$ cat config.mk
export PLATFORM = sky130hd
export DESIGN_NAME = huffman_encoder
export DESIGN_NICKNAME = d
export VERILOG_FILES = /design/src/rtl/huffman_pkg.sv /design/src/rtl/huffman_code_lut.sv /design/src/rtl/huffman_encoder.sv
export SDC_FILE = /design/constraint.sdc
export NUM_CORES = 1
export LEC_CHECK = 0
export BUFFER_PORTS_ARGS = -buffer_cell sky130_fd_sc_hd__buf_4
export CORE_ASPECT_RATIO = 1.5
export CORE_MARGIN = 2
export CORE_UTILIZATION = 55
export DETAILED_ROUTE_END_ITERATION = 16
export HOLD_SLACK_MARGIN = 0.12
export PLACE_DENSITY_LB_ADDON = 0.12
export SETUP_SLACK_MARGIN = 0.02
export SLEW_MARGIN = 20
export SYNTH_ARGS = -nofsm -noshare
export SYNTH_HDL_FRONTEND = slang
export SYNTH_SLANG_ARGS = --single-unit
$ cat constraint.sdc
create_clock -name clk -period 5.9 [get_ports clk]
set_input_delay 0.885 -clock clk [delete_from_list [all_inputs] [get_ports clk]]
set_output_delay 0.885 -clock clk [all_outputs]
set_load 0.01 [all_outputs]
$ cat src/rtl/huffman_pkg.sv
// Shared Huffman code definitions for the encoder and decoder.
package huffman_pkg;

    localparam int unsigned WORD_W  = 32;
    localparam int unsigned MAX_LEN = 6;
    localparam int unsigned BUF_W   = WORD_W + MAX_LEN;
    localparam int unsigned SYM_W   = 4;
    localparam int unsigned LEN_W   = 3;
    localparam int unsigned FILL_W  = 6;
    localparam int unsigned BITS_W  = 6;
    localparam int unsigned CNT_W   = 32;

    typedef enum logic [0:0] {
        ST_RUN   = 1'b0,
        ST_DRAIN = 1'b1
    } state_t;

    // Codes right-aligned, indexed by symbol; entry 15 first.
    localparam logic [15:0][MAX_LEN-1:0] CODE_TAB = {
        6'b000101,  // 15
        6'b000100,  // 14
        6'b000000,  // 13 uncoded
        6'b000111,  // 12
        6'b000000,  // 11 uncoded
        6'b000000,  // 10
        6'b000111,  // 9
        6'b000110,  // 8
        6'b001101,  // 7
        6'b000011,  // 6
        6'b000010,  // 5
        6'b011001,  // 4
        6'b011000,  // 3
        6'b000101,  // 2
        6'b000100,  // 1
        6'b000001   // 0
    };

    // Code lengths indexed by symbol; zero marks an uncoded symbol.
    localparam logic [15:0][LEN_W-1:0] LEN_TAB = {
        3'd6, 3'd6, 3'd0, 3'd6, 3'd0, 3'd4, 3'd4, 3'd6,
        3'd5, 3'd4, 3'd4, 3'd6, 3'd6, 3'd4, 3'd4, 3'd1
    };

endpackage

$ cat src/rtl/huffman_code_lut.sv
// Symbol to prefix-code lookup: right-aligned code, length and invalid flag.
module huffman_code_lut
    import huffman_pkg::*;
(
    input  logic [SYM_W-1:0]   sym,
    output logic [MAX_LEN-1:0] code,
    output logic [LEN_W-1:0]   len,
    output logic               invalid
);

    // Table lookup; a zero length marks the symbol as uncoded
    always_comb begin
        code    = CODE_TAB[sym];
        len     = LEN_TAB[sym];
        invalid = (LEN_TAB[sym] == '0);
    end

endmodule

$ cat src/rtl/huffman_encoder.sv
// Streaming Huffman encoder: packs variable-length codes MSB-first into
// 32-bit words with valid/ready on both sides and a zero-padding flush.
// Optional: define HENC_STATS_EN to add sym_count/bit_count statistics ports.
module huffman_encoder
    import huffman_pkg::*;
(
    input  logic               clk,
    input  logic               rst,
    input  logic [SYM_W-1:0]   sym_in,
    input  logic               sym_valid,
    output logic               sym_ready,
    input  logic               flush,
    output logic [WORD_W-1:0]  out_word,
    output logic [BITS_W-1:0]  out_bits,
    output logic               out_valid,
    input  logic               out_ready,
    output logic               flush_done,
    output logic               sym_err
`ifdef HENC_STATS_EN
    ,
    output logic [CNT_W-1:0]   sym_count,
    output logic [CNT_W-1:0]   bit_count
`endif
);

    state_t              state;
    logic [BUF_W-1:0]    bit_buf;
    logic [FILL_W-1:0]   fill;

    logic [MAX_LEN-1:0]  lut_code;
    logic [LEN_W-1:0]    lut_len;
    logic                lut_invalid;

    logic                accept;
    logic                out_free;
    logic                word_ready;
    logic [FILL_W-1:0]   fill_after;
    logic [FILL_W-1:0]   shamt;
    logic [BUF_W-1:0]    placed;
    logic [WORD_W-1:0]   pad_mask;

    huffman_code_lut u_lut (
        .sym     (sym_in),
        .code    (lut_code),
        .len     (lut_len),
        .invalid (lut_invalid)
    );

    // Full buffer blocks new symbols, which keeps 31+6 bits inside the buffer
    assign sym_ready = (state == ST_RUN) && (fill < FILL_W'(WORD_W));

    // Handshake qualifiers and the left-aligned placement of the incoming code
    always_comb begin
        accept     = sym_valid && sym_ready;
        out_free   = !out_valid || out_ready;
        word_ready = (fill >= FILL_W'(WORD_W));
        fill_after = fill + (accept ? FILL_W'(lut_len) : '0);
        shamt      = FILL_W'(BUF_W) - fill - FILL_W'(lut_len);
        placed     = BUF_W'(lut_code) << shamt;
        pad_mask   = ~({WORD_W{1'b1}} >> fill);
    end

    // Buffer, output register and RUN/DRAIN control
    always_ff @(posedge clk) begin
        if (!rst) begin
            state      <= ST_RUN;
            bit_buf    <= '0;
            fill       <= '0;
            out_word   <= '0;
            out_bits   <= '0;
            out_valid  <= 1'b0;
            flush_done <= 1'b0;
            sym_err    <= 1'b0;
        end else begin
            flush_done <= 1'b0;

            if (out_valid && out_ready) begin
                out_valid <= 1'b0;
            end

            if (accept && lut_invalid) begin
                sym_err <= 1'b1;
            end

            // Full words take priority; a partial word only leaves while draining
            if (word_ready && out_free) begin
                out_word  <= bit_buf[BUF_W-1 -: WORD_W];
                out_bits  <= BITS_W'(WORD_W);
                out_valid <= 1'b1;
                bit_buf   <= bit_buf << WORD_W;
                fill      <= fill - FILL_W'(WORD_W);
            end else if ((state == ST_DRAIN) && out_free && (fill != '0)) begin
                out_word  <= bit_buf[BUF_W-1 -: WORD_W] & pad_mask;
                out_bits  <= BITS_W'(fill);
                out_valid <= 1'b1;
                bit_buf   <= '0;
                fill      <= '0;
            end else if (accept && !lut_invalid) begin
                bit_buf <= bit_buf | placed;
                fill    <= fill_after;
            end

            case (state)
                ST_RUN: begin
                    if (flush && sym_ready) begin
                        // Nothing buffered and nothing pending: finish at once
                        if ((fill_after == '0) && out_free) begin
                            flush_done <= 1'b1;
                        end else begin
                            state <= ST_DRAIN;
                        end
                    end
                end
                ST_DRAIN: begin
                    if ((fill == '0) && out_free) begin
                        flush_done <= 1'b1;
                        state      <= ST_RUN;
                    end
                end
                default: state <= ST_RUN;
            endcase
        end
    end

`ifdef HENC_STATS_EN
    // Free-running counts of coded symbols and appended code bits
    always_ff @(posedge clk) begin
        if (!rst) begin
            sym_count <= '0;
            bit_count <= '0;
        end else if (accept && !lut_invalid) begin
            sym_count <= sym_count + CNT_W'(1);
            bit_count <= bit_count + CNT_W'(lut_len);
        end
    end
`endif

endmodule

==> metrics.md, run 1 <==
| Metric | Value |
|---|---|
| Status | `finished, final reports clean` |
| Post CTS Setup Buffer Count | `0` |
| VDD IR max | `0.2294 mV` |
| Post-cts sizing count | `0` |
| Setup TNS | `0 ns` |
| Initial antenna violation count | `0` |
| LEAKAGE | `2.010 nW` |
| CTS tree | `yes` |
| Largest family of logic cells by synthesized area | `compound AO/OA/AOI/OAI gates` |
| Minimum clock period | `between 4 and 5 ns` |
| Post-synth EDFFs | `0` |
| Critical Path Start | `sym_in[1]` |
| Initial core utilization | `a little under three fifths` |
| Drt wl/cell | `roughly 19 um` |
| TritonCTS Buffers | `9` |
| Number of global-route vias before repair | `4,288` |
| Final hold violations | `0` |
| CP bufs+invs | `3` |
| Most common cell in the netlist | `dfxtp_1` |
| First-pass GRT wire length | `between 20 and 25 mm` |
| Clk_skew | `about 0.0039 ns` |
| Yosys warns | `0` |
| Post-Syn Area per Cell | `approximately 7.9 um^2` |
| Post-route setup slack | `around 1.6 ns` |
| Finished Core Util | `between 60% and 70%` |
| RSZ-0062 raised after global routing | `false` |
| Die Height | `between 100 and 150 um` |
| Hold WC Path Type | `flip-flop to flip-flop` |
| Netlist area before placement | `roughly 4600 um^2` |
| DR vias/cell | `between 6 and 7` |
| Synthesized instance count | `between 500 and 600` |
| Top_reg_cell synth | `dfxtp_1` |
| Final slew viol count | `0` |
| Distinct cells, synth | `just over 60` |
| Synth area leader | `dfxtp_1` |
| N_diodes | `0` |
| List of most frequent post-synthesis cells | `dfxtp_1 (86), a21oi_1 (59), nor2_1 (59)` |
| Synth area leaders | `dfxtp_1 (38%), a21oi_1 (6.4%), nor2_1 (4.8%)` |
| Net Count, Synth | `607` |
| FF-to-FF Start | `fill[2]` |
| Fin nets | `637` |
| Fraction of synthesis flops using an asynchronous set or reset pin | `0%` |
| Post-synthesis sequential element count | `between 80 and 90` |
| Pin count of the biggest net entering global routing | `44` |
| Power Density | `about 300 nW/um^2` |
| Total design power | `about 1.6 mW` |
| Post-route DRC | `0` |
| Number of placement rows | `40` |
| HP Start | `out_word[22]` |
| Register area share after synthesis | `roughly 38%` |
| WP data arrival | `between 4 and 5 ns` |
| Comb power frac | `24.6%` |
| Worst-Skew Late Latency | `0.34 ns` |
| Fraction of power consumed by sequential logic | `~40%` |
| Crit Path Class | `input pin to flip-flop` |
| CTS Hold Bufs | `0` |
| Worst-path clk slew | `~0.060 ns` |
| Setup WS pre-CTS | `1.326 ns` |
| ANT nets after route | `0` |
| Worst path slowest cell | `xor2_1` |
| # port buffers | `50` |
| Critical Path Most Common Cell | `ha_1` |
| DPL Wire Length | `slightly below 10 mm` |
| Layout cells sized above 1 | `around 15%` |
| Slowest stage delay, CP | `~0.76 ns` |
| # H-tree levels | `3` |
| Detailed Routing Iterations Pass 1 | `5` |
| Vias after detailed routing | `4,528` |
| GRT Total Usage | `30.73%` |
| Post-Synth Simple-Gate Area | `22.68%` |
| Sequence of cells on the critical path | `buf_4 -> inv_1 -> ha_1 -> inv_1 -> a221o_1 -> ha_1 -> ha_1 -> fa_1 -> xor2_1 -> and2_1 -> o211ai_1 -> nor2_1 -> a2111oi_0 -> a221oi_1` |
| Critical path capture point type | `flip-flop` |
| Clock root buffer | `clkbuf_16` |
| Max Freq | `234.7 MHz` |
| Setup-failing EPs final | `0` |
| Post-Route WL | `13.61 mm` |
| Sink Count | `86` |
| Multiplexer share of the synthesized area | `approximately 3.6%` |
| Congestion Overflow GR | `0` |
| Critical Path Fanout Max | `11` |
| Core area | `a little over 8000 um^2` |
| Max-cap violations | `0` |
| I/O pins | `between 50 and 60` |
| Net Sw Power | `a little over 0.5 mW` |
| Synthesis-to-layout area growth | `15.52%` |
| Crit share post-route | `between 70% and 80%` |
| Initial DRC Count | `319` |
| Worst slew pin tran | `about 0.90 ns` |
| CTS max path bufs | `2` |
| Top cell type's share of synthesized area | `37.61%` |
| CP Data Required Time | `6.15 ns` |
| Clock power frac | `35.6%` |
| Net Sw Frac | `32.71%` |
| Synth Area in Compound Gates | `between 20% and 30%` |
| Die W | `just under 80 um` |
| CP startpoint kind | `input pin` |
| Adder-cell share of the synthesized area | `under 10%` |
| Internal Power | `between 1 and 1.5 mW` |
| Slew headroom | `around 40%` |
| Die area | `9085 um^2` |
| Worst path top cell family by delay | `adder cells` |
| Synth Area in XOR/XNOR | `around 1.3%` |
| Placer congestion estimate | `between 0.8 and 0.9` |
placed cells by master (no fill, tap or decap), drive strengths merged, types with 5 or more instances in the layout:
cell / Yosys / final
clkinv: 2 / 7
clkbuf: 28 / 10
nor2b: 7 / 7
nand2: 59 / 59
o211ai: 5 / 5
a32oi: 6 / 6
and2: 5 / 5
a31oi: 25 / 25
or2: 7 / 7
buf: 12 / 59
mux2i: 11 / 11
ha: 15 / 15
nor3: 5 / 5
inv: 22 / 22
o22ai: 5 / 5
nand3: 39 / 39
a21oi: 59 / 59
nand2b: 11 / 11
nor2: 59 / 59
nand4: 6 / 6
o21ai: 42 / 42
dfxtp: 86 / 86
final cells by class:
class                           count  area, um^2
Clock inverter                      6       62.56
Sequential cell                    86        1722
Timing Repair Buffer               59       442.9
Clock buffer                       10       229.0
Fill cell                         756        2769
Inverter                           24       90.09
Multi-Input combinational cell    431        2611
Tap cell                          105       131.4
power groups by stage:
stage | combinational [mW] | clock, mW | sequential (mW)
floorplan | 0.274 | 0 | 0.624
global placement | 0.370 | 0 | 0.637
detailed placement | 0.378 | 0 | 0.637
CTS | 0.380 | 0.566 | 0.625
global route | 0.416 | 0.593 | 0.627
finish | 0.387 | 0.560 | 0.625
routing by layer:
| metal | vias up | part of all wire [%] | global-route usage, % |
|---|---|---|---|
| met4 | 0 | 5.5 | 18.71 |
| met1 | 2155 | 38 | 35.07 |
| met3 | 45 | 4.5 | 3.583 |
| met2 | 185 | 52 | 54.77 |
| met5 | - | 0 | 0 |
| li1 | 2143 | - | - |
logic make-up (layout without fill, tap and decap cells):
kind of cell | Yosys count | count (layout)
adder cells (fa/ha/maj) | 17 | 17
buffers and inverters | 64 | 99
XOR/XNOR | 7 | 7
flip-flops | 86 | 86
AO/OA/AOI/OAI | 176 | 176
AND/OR/NAND/NOR | 216 | 216
multiplexers | 15 | 15
metrics by stage:
stage / hold slack (ns) / area, um^2 / cells
global placement: 0.4360 / 4997 / 705
global route: 0.4665 / 5289 / 721
floorplan: 0.4225 / 4578 / 581
CTS: 0.4529 / 5289 / 721
detailed placement: 0.4418 / 4997 / 705
finish: 0.4507 / 5289 / 721
flip-flops by register name, indices dropped and copies added, names as in the netlist:
register / count
bit_buf: 38
fill: 6
flush_done: 1
out_bits: 6
out_valid: 1
out_word: 32
state: 1
sym_err: 1
tightest hold or removal path, cell delays in order, from the launching register on:
cell,delay [ns]
dfxtp_1,0.31
nand2_1,0.05
a21oi_1,0.05
path summary, 6_finish.rpt:
kind,slack [ns],endpoint,depth (start not counted)
worst max-delay path,1.64,bit_buf[35],14
worst min-delay path,0.45,out_word[22],2
worst max register to register,2.02,bit_buf[35],9
worst min register to register,0.45,out_word[22],2
No activity file was read; power rests on OpenSTA's default activity.
==> inputs of run 2 (changes only) <==
--- a/config.mk
+++ b/config.mk
@@ -5,6 +5,7 @@
 export SDC_FILE = /design/constraint.sdc
 export NUM_CORES = 1
 export LEC_CHECK = 0
+export ABC_AREA = 1
 export BUFFER_PORTS_ARGS = -buffer_cell sky130_fd_sc_hd__buf_4
 export CORE_ASPECT_RATIO = 1.5
 export CORE_MARGIN = 2
==> constraint.sdc (replaced) <==
create_clock -name clk -period 4.1 [get_ports clk]
set_input_delay 0.615 -clock clk [delete_from_list [all_inputs] [get_ports clk]]
set_output_delay 0.615 -clock clk [all_outputs]
set_load 0.01 [all_outputs]
==> metrics.md, run 2 <==
| Metric | Value |
|---|---|
| Post-synth EDFFs | `0 (unchanged)` |
| Most common cell in the netlist | `nand2_1` |
| Internal Power | `1.763 mW (+67%)` |
| WP data arrival | `3.54 ns (-0.97 ns)` |
| Core area | `7958 um^2 (-1.2%)` |
| Number of global-route vias before repair | `4,117 (-4.0%)` |
| Synth Area in XOR/XNOR | `0.9840% (-0.36 points)` |
| Post-Syn Area per Cell | `7.213 um^2 (-8.5%)` |
| Multiplexer share of the synthesized area | `0% (-3.6 points)` |
| Worst path slowest cell | `fa_1` |
| Minimum clock period | `3.283 ns` |
| GRT Total Usage | `28.50% (-2.2 points)` |
| Post-cts sizing count | `0 (unchanged)` |
| Initial core utilization | `55.93% (-0.89 points)` |
| Synth area leaders | `dfxtp_1 (39%), nand2_1 (12%), a21oi_1 (6.7%)` |
| Netlist area before placement | `4451 um^2 (-2.8%)` |
| I/O pins | `51 (unchanged)` |
| Initial DRC Count | `346 (+8.5%)` |
| # H-tree levels | `3 (unchanged)` |
| Final slew viol count | `0 (unchanged)` |
| Comb power frac | `42.3% (+18 points)` |
| Drt wl/cell | `15.82 um (-16%)` |
| Clk_skew | `0.006962 ns (+0.003016 ns)` |
| Hold WC Path Type | `flip-flop to flip-flop` |
| CP Data Required Time | `4.36 ns (-1.79 ns)` |
| Die W | `77.45 um (-1.3%)` |
| Post-Route WL | `12.15 mm (-11%)` |
| GRT busiest layer | `met2` |
| Finished Core Util | `64.50% (-1.1 points)` |
| Setup TNS | `0 ns (unchanged)` |
| Register area share after synthesis | `38.68% (+1.1 points)` |
| Final hold violations | `0 (unchanged)` |
| Pin count of the biggest net entering global routing | `33 (-25%)` |
| DR vias/cell | `5.617 (-11%)` |
| CTS Hold Bufs | `0 (unchanged)` |
| Synthesized instance count | `617 (+6.2%)` |
| Fraction of power consumed by sequential logic | `31.2% (-8.6 points)` |
| Post-Synth Simple-Gate Area | `29.52% (+6.8 points)` |
| Die Height | `114.2 um (-1.4%)` |
| Clock root buffer | `clkbuf_16` |
| Net Sw Frac | `43.94% (+11 points)` |
| Critical Path Fanout Max | `16 (+5)` |
| Largest regs | `bit_buf x38, out_word x32` |
| Finished Layout Cells | `768 (+6.5%)` |
| Max Freq | `304.6 MHz` |
| Placer congestion estimate | `0.9121 (+2.4%)` |
| RSZ-0062 raised after global routing | `false` |
| Yosys warns | `0 (unchanged)` |
| Most frequent cells in the layout | `nand2_1 (147), dfxtp_1 (86), inv_1 (63)` |
| Number of placement rows | `40 (unchanged)` |
| Slew headroom | `28.67% (-11 points)` |
| Synthesis-to-layout area growth | `15.32%` |
| # port buffers | `50 (unchanged)` |
| Power Density | `612.8 nW/um^2 (+110%)` |
| Layout cells sized above 1 | `15.08% (-0.18 points)` |
| Worst path top cell family by delay | `simple AND/OR/NAND/NOR gates` |
| LEAKAGE | `2.280 nW (+13%)` |
| Congestion Overflow GR | `0 (unchanged)` |
| Grt met1 use | `34.28% (-0.78 points)` |
| Setup-failing EPs final | `0 (unchanged)` |
| Largest family of logic cells by synthesized area | `simple AND/OR/NAND/NOR gates` |
| Crit share post-route | `~80%` |
| Sink Count | `86 (unchanged)` |
| Number of flip-flops in the largest register | `38 (unchanged)` |
| Vias after detailed routing | `4,314 (-4.7%)` |
| CTS tree | `yes` |
| VDD IR max | `0.2923 mV (+27%)` |
| CTS max path bufs | `2 (unchanged)` |
| Distinct cells, synth | `37 (-40%)` |
| Post-route DRC | `0 (unchanged)` |
| Fraction of synthesis flops using an asynchronous set or reset pin | `0% (unchanged)` |
| Synth Area in Compound Gates | `16.00% (-8.1 points)` |
| Adder-cell share of the synthesized area | `5.117% (+0.14 points)` |
| DPL Wire Length | `9.095 mm (-8.5%)` |
| Top cell type's share of synthesized area | `38.68% (+1.1 points)` |
| Clock power frac | `26.5% (-9.1 points)` |
| Crit Path Class | `input pin to flip-flop` |
| Most flops, register | `bit_buf` |
| Post-synthesis sequential element count | `86 (unchanged)` |
| Critical path capture point type | `flip-flop` |
| Max-cap violations | `0 (unchanged)` |
| Fill cells | `746 (-1.3%)` |
| TritonCTS Buffers | `9 (unchanged)` |
| Commonest non-fill, non-tap cell in the layout | `nand2_1` |
| First-pass GRT wire length | `19.73 mm (-8.1%)` |
| ANT nets after route | `0 (unchanged)` |
| CP startpoint kind | `input pin` |
| Top_reg_cell synth | `dfxtp_1` |
| Worst slew pin tran | `1.067 ns (+0.1657 ns)` |
| Placed cell count | `752 (+6.7%)` |
| Die area | `8842 um^2 (-2.7%)` |
| Sequence of cells on the critical path | `buf_4 -> inv_1 -> ha_1 -> inv_1 -> nand2_1 -> nand2_1 -> nor2_1 -> a21oi_2 -> ha_1 -> ha_1 -> fa_1 -> nand2_1 -> nand4_1 -> nand2_1 -> inv_1 -> nor2_4 -> inv_1 -> nor2_4 -> nand4_1 -> a21oi_1` |
| CP bufs+invs | `5 (+2)` |
| Initial antenna violation count | `0 (unchanged)` |
| Met2 usage | `46.20% (-8.6 points)` |
| Met3 global-route usage | `4.811% (+1.2 points)` |
| Detailed Routing Iterations Pass 1 | `5 (unchanged)` |
| Net Sw Power | `1.382 mW (+170%)` |
| Net Count, Synth | `643 (+5.9%)` |
| Worst-path clk slew | `0.06 ns (about the same)` |
| Worst-Skew Late Latency | `0.35 ns (about the same)` |
| List of most frequent post-synthesis cells | `nand2_1 (147), dfxtp_1 (86), inv_1 (63)` |
| Post CTS Setup Buffer Count | `0 (unchanged)` |
| Slowest stage delay, CP | `0.41 ns (-0.35 ns)` |
| N_diodes | `0 (unchanged)` |
| Synth area leader | `dfxtp_1` |
| Status | `finished, final reports clean` |
| Fin nets | `684 (+7.4%)` |
==> run 2: changes by cell type after synthesis, moves of 19 or more <==
cell      change
nand2_1      +90
inv_1        +41
a31oi_1      -21
nand3_1      +20
clkbuf_1     -19
==> run 2: stage by stage <==
| stage | hold WS (ns) | setup WS, ns | area [um^2] | power, mW |
|---|---|---|---|---|
| final | 0.4499 | 0.8169 | 5132 | 3.145 |
| after global routing | 0.4704 | 0.5209 | 5132 | 3.328 |
| after CTS | 0.4539 | 0.8198 | 5127 | 3.113 |
| after detailed placement | 0.4423 | 0.4723 | 4828 | 2.291 |
| after global placement | 0.4327 | 0.5775 | 4828 | 2.279 |
| after floorplan | 0.4265 | 0.8262 | 4451 | 1.969 |
==> run 2: routing by layer <==
| metal | vias to the layer above | wire length [um] |
|---|---|---|
| met4 | 0 | 721 |
| met2 | 182 | 5669 |
| met1 | 1960 | 5112 |
| met3 | 56 | 647 |
| met5 | - | 0 |
| li1 | 2116 | - |
==> run 2: final cells by class <==
class / instances / area [um^2] / area share [%]
inverters: 72 / 270.3 / 5.266
flip-flops and latches: 86 / 1722 / 33.54
clock inverters: 5 / 56.30 / 1.097
clock buffers: 11 / 242.7 / 4.729
well taps: 105 / 131.4 / 2.560
multi-input cells: 435 / 2305 / 44.90
repair buffers: 54 / 405.4 / 7.899
==> run 2: worst min-delay path, delay by kind of cell, from the launching register on <==
kind,cells,cell delay [ns]
flops,1,0.31
simple gates,2,0.10
==> run 2: cell families (layout without fill, tap and decap cells) <==
family | count (synthesis) | count (layout)
flops | 86 | 86
xor+xnor | 5 | 5
compound gates | 121 | 121
fa+ha+maj | 17 | 17
simple gates | 292 | 292
buf+inv | 96 | 142
==> run 2: power by group through the flow <==
stage          Sequential [mW]  Clock [mW]  Combinational (mW)
2_1_floorplan            0.983           0               0.986
3_3_place_gp             0.996           0                1.28
3_5_place_dp             0.997           0                1.29
4_1_cts                  0.978       0.833                1.30
5_1_grt                  0.988       0.872                1.47
6_report                 0.982       0.833                1.33
==> run 2: worst paths after layout <==
path	cells past startpoint	slack [ns]	endpoint	from
min reg2reg	2	0.45	out_word[28]	out_word[28]
max	20	0.82	bit_buf[23]	sym_in[1]
max reg2reg	13	1.12	bit_buf[23]	fill[1]
min	2	0.45	out_word[28]	out_word[28]
==> inputs of run 3 (changes only) <==
==> constraint.sdc (replaced) <==
create_clock -name clk -period 3.3 [get_ports clk]
set_input_delay 0.495 -clock clk [delete_from_list [all_inputs] [get_ports clk]]
set_output_delay 0.495 -clock clk [all_outputs]
set_load 0.01 [all_outputs]
==> metrics.md, run 3 (same netlist as run 2, synthesis figures left out) <==
| Metric | Value |
|---|---|
| Number of flip-flops in the largest register | `38 (unchanged)` |
| Layout cells sized above 1 | `17.45% (+2.4 points)` |
| DPL Wire Length | `9.196 mm (+1.1%)` |
| Setup-failing EPs final | `0 (unchanged)` |
| Die W | `77.45 um (unchanged)` |
| Crit Path Class | `input pin to flip-flop` |
| Fin nets | `703 (+2.8%)` |
| Commonest non-fill, non-tap cell in the layout | `nand2_1` |
| Minimum clock period | `~3 ns` |
| Most frequent cells in the layout | `nand2_1 (147), dfxtp_1 (86), buf_4 (71)` |
| I/O pins | `51 (unchanged)` |
| Critical Path Most Common Cell | `nand2_1` |
| CP Data Required Time | `3.56 ns (-0.80 ns)` |
| CP bufs+invs | `6 (+1)` |
| Pin count of the biggest net entering global routing | `30 (-9.1%)` |
| Post CTS Setup Buffer Count | `0 (unchanged)` |
| Max-cap violations | `0 (unchanged)` |
| Worst slew pin tran | `0.6157 ns (-0.4517 ns)` |
| Placed cell count | `770 (+2.4%)` |
| Sink Count | `86 (unchanged)` |
| VDD IR max | `0.4629 mV (+58%)` |
| Critical Path Fanout Max | `15 (-1)` |
| Critical path capture point type | `flip-flop` |
| # H-tree levels | `3 (unchanged)` |
| Initial core utilization | `55.93% (unchanged)` |
| Slowest stage delay, CP | `0.41 ns (about the same)` |
| Setup WS pre-CTS | `-0.1217 ns (-0.5940 ns)` |
| Worst path slowest cell | `fa_1` |
| LEAKAGE | `2.399 nW (+5.2%)` |
| Detailed Routing Iterations Pass 1 | `5 (unchanged)` |
| # port buffers | `50 (unchanged)` |
| RSZ-0062 raised after global routing | `false` |
| WP data arrival | `3.29 ns (-0.25 ns)` |
| Initial DRC Count | `383 (+11%)` |
| Max Freq | `between 300 and 400 MHz` |
| Die Height | `114.2 um (unchanged)` |
| Congestion Overflow GR | `0 (unchanged)` |
| CTS tree | `yes` |
| Most flops, register | `bit_buf` |
| Vias after detailed routing | `4,363 (+1.1%)` |
| Number of global-route vias before repair | `4,020 (-2.4%)` |
| Clk_skew | `0.01045 ns (+0.003487 ns)` |
| DR vias/cell | `5.544 (-1.3%)` |
| Worst Hold Slack | `0.4482 ns (-0.001662 ns)` |
| Sequence of cells on the critical path | `buf_4 -> inv_1 -> ha_1 -> inv_1 -> nand2_1 -> nand2_1 -> nor2_1 -> a21oi_2 -> ha_1 -> ha_1 -> fa_1 -> xor2_1 -> buf_4 -> inv_1 -> buf_4 -> nand4_1 -> nand2_1 -> nand2_1 -> a21boi_0` |
| Finished Layout Cells | `787 (+2.5%)` |
| ANT nets after route | `0 (unchanged)` |
| Placer congestion estimate | `1.012 (+11%)` |
| Status | `finished, final reports clean` |
| CTS max path bufs | `2 (unchanged)` |
| Final slew viol count | `0 (unchanged)` |
| N_diodes | `0 (unchanged)` |
| Worst-path clk slew | `0.07 ns (about the same)` |
| Hold WC Path Type | `flip-flop to flip-flop` |
| Crit share post-route | `between 90% and 100%` |
| Fill cells | `703 (-5.8%)` |
| Clock root buffer | `clkbuf_16` |
| Worst path top cell family by delay | `adder cells` |
| GRT Total Usage | `28.29% (-0.20 points)` |
| Post-route DRC | `0 (unchanged)` |
| Total design power | `4.171 mW (+33%)` |
| CTS Hold Bufs | `0 (unchanged)` |
| Initial antenna violation count | `0 (unchanged)` |
| CP startpoint kind | `input pin` |
| Slew headroom | `58.86% (+30 points)` |
| Setup TNS | `0 ns (unchanged)` |
| Drt wl/cell | `15.44 um (-2.4%)` |
| Post-route setup slack | `0.2671 ns (-0.5497 ns)` |
| Final hold violations | `0 (unchanged)` |
| Synthesis-to-layout area growth | `20.10%` |
| Die area | `8842 um^2 (unchanged)` |
| Number of placement rows | `40 (unchanged)` |
| Worst-Skew Late Latency | `0.34 ns (about the same)` |
| Power Density | `780.4 nW/um^2 (+27%)` |
| Core area | `7958 um^2 (unchanged)` |
| Post-cts sizing count | `0 (unchanged)` |
| Largest regs | `bit_buf x38, out_word x32` |
| First-pass GRT wire length | `19.69 mm (-0.21%)` |
| Post-Route WL | `12.15 mm (about the same)` |
| TritonCTS Buffers | `9 (unchanged)` |
## run 3: changes by cell type in the layout (fill, tap and decap cells not counted)
cell	before	now
buf_4	54	71
inv_6	1	2
clkbuf_8	1	0
buf_12	0	2
bufinv_16	1	3
clkinv_2	2	0
## run 3: metrics by stage
| stage | instance area [um^2] | util, % |
|---|---|---|
| after floorplan | 4451 | - |
| after global placement | 4976 | 62.53 |
| after detailed placement | 4976 | 62.53 |
| after CTS | 5320 | 66.86 |
| after global routing | 5345 | 67.17 |
| final | 5345 | 67.17 |
## run 3: layout make-up
| cell class | instances | area (um^2) | share of cell area (%) |
|---|---|---|---|
| multi-input cells | 435 | 2305 | 43.12 |
| flip-flops and latches | 86 | 1722 | 32.21 |
| repair buffers | 73 | 573.1 | 10.72 |
| inverters | 72 | 270.3 | 5.056 |
| clock buffers | 10 | 229.0 | 4.284 |
| well taps | 105 | 131.4 | 2.458 |
| clock inverters | 6 | 115.1 | 2.154 |
## run 3: path summary, 6_finish.rpt
path / from / to / slack (ns) / cells past startpoint
setup reg to reg: fill[1] / bit_buf[37] / 0.68 / 12
setup / recovery: sym_in[1] / bit_buf[37] / 0.27 / 19
hold reg to reg: bit_buf[11] / bit_buf[11] / 0.45 / 2
hold / removal: bit_buf[11] / bit_buf[11] / 0.45 / 2
## run 3: metal layers
layer / vias up / track usage [%] / wire length (um)
met2: 159 / 47.83 / 5923
met5: - / 0 / 0
li1: 2164 / - / -
met3: 40 / 4.811 / 640
met1: 2000 / 34.37 / 5122
met4: 0 / 14.88 / 468
## run 3: power breakdown
part / switching, mW / internal [mW] / total [mW]
sequential: 0.0759 / 1.13 / 1.21
clock: 0.428 / 0.745 / 1.17
combinational: 1.23 / 0.563 / 1.79
total: 1.73 / 2.44 / 4.17
## run 3: tightest hold or removal path, stage by stage (launching register included)
cell	delay [ns]
dfxtp_1	0.31
inv_1	0.04
a21oi_1	0.05
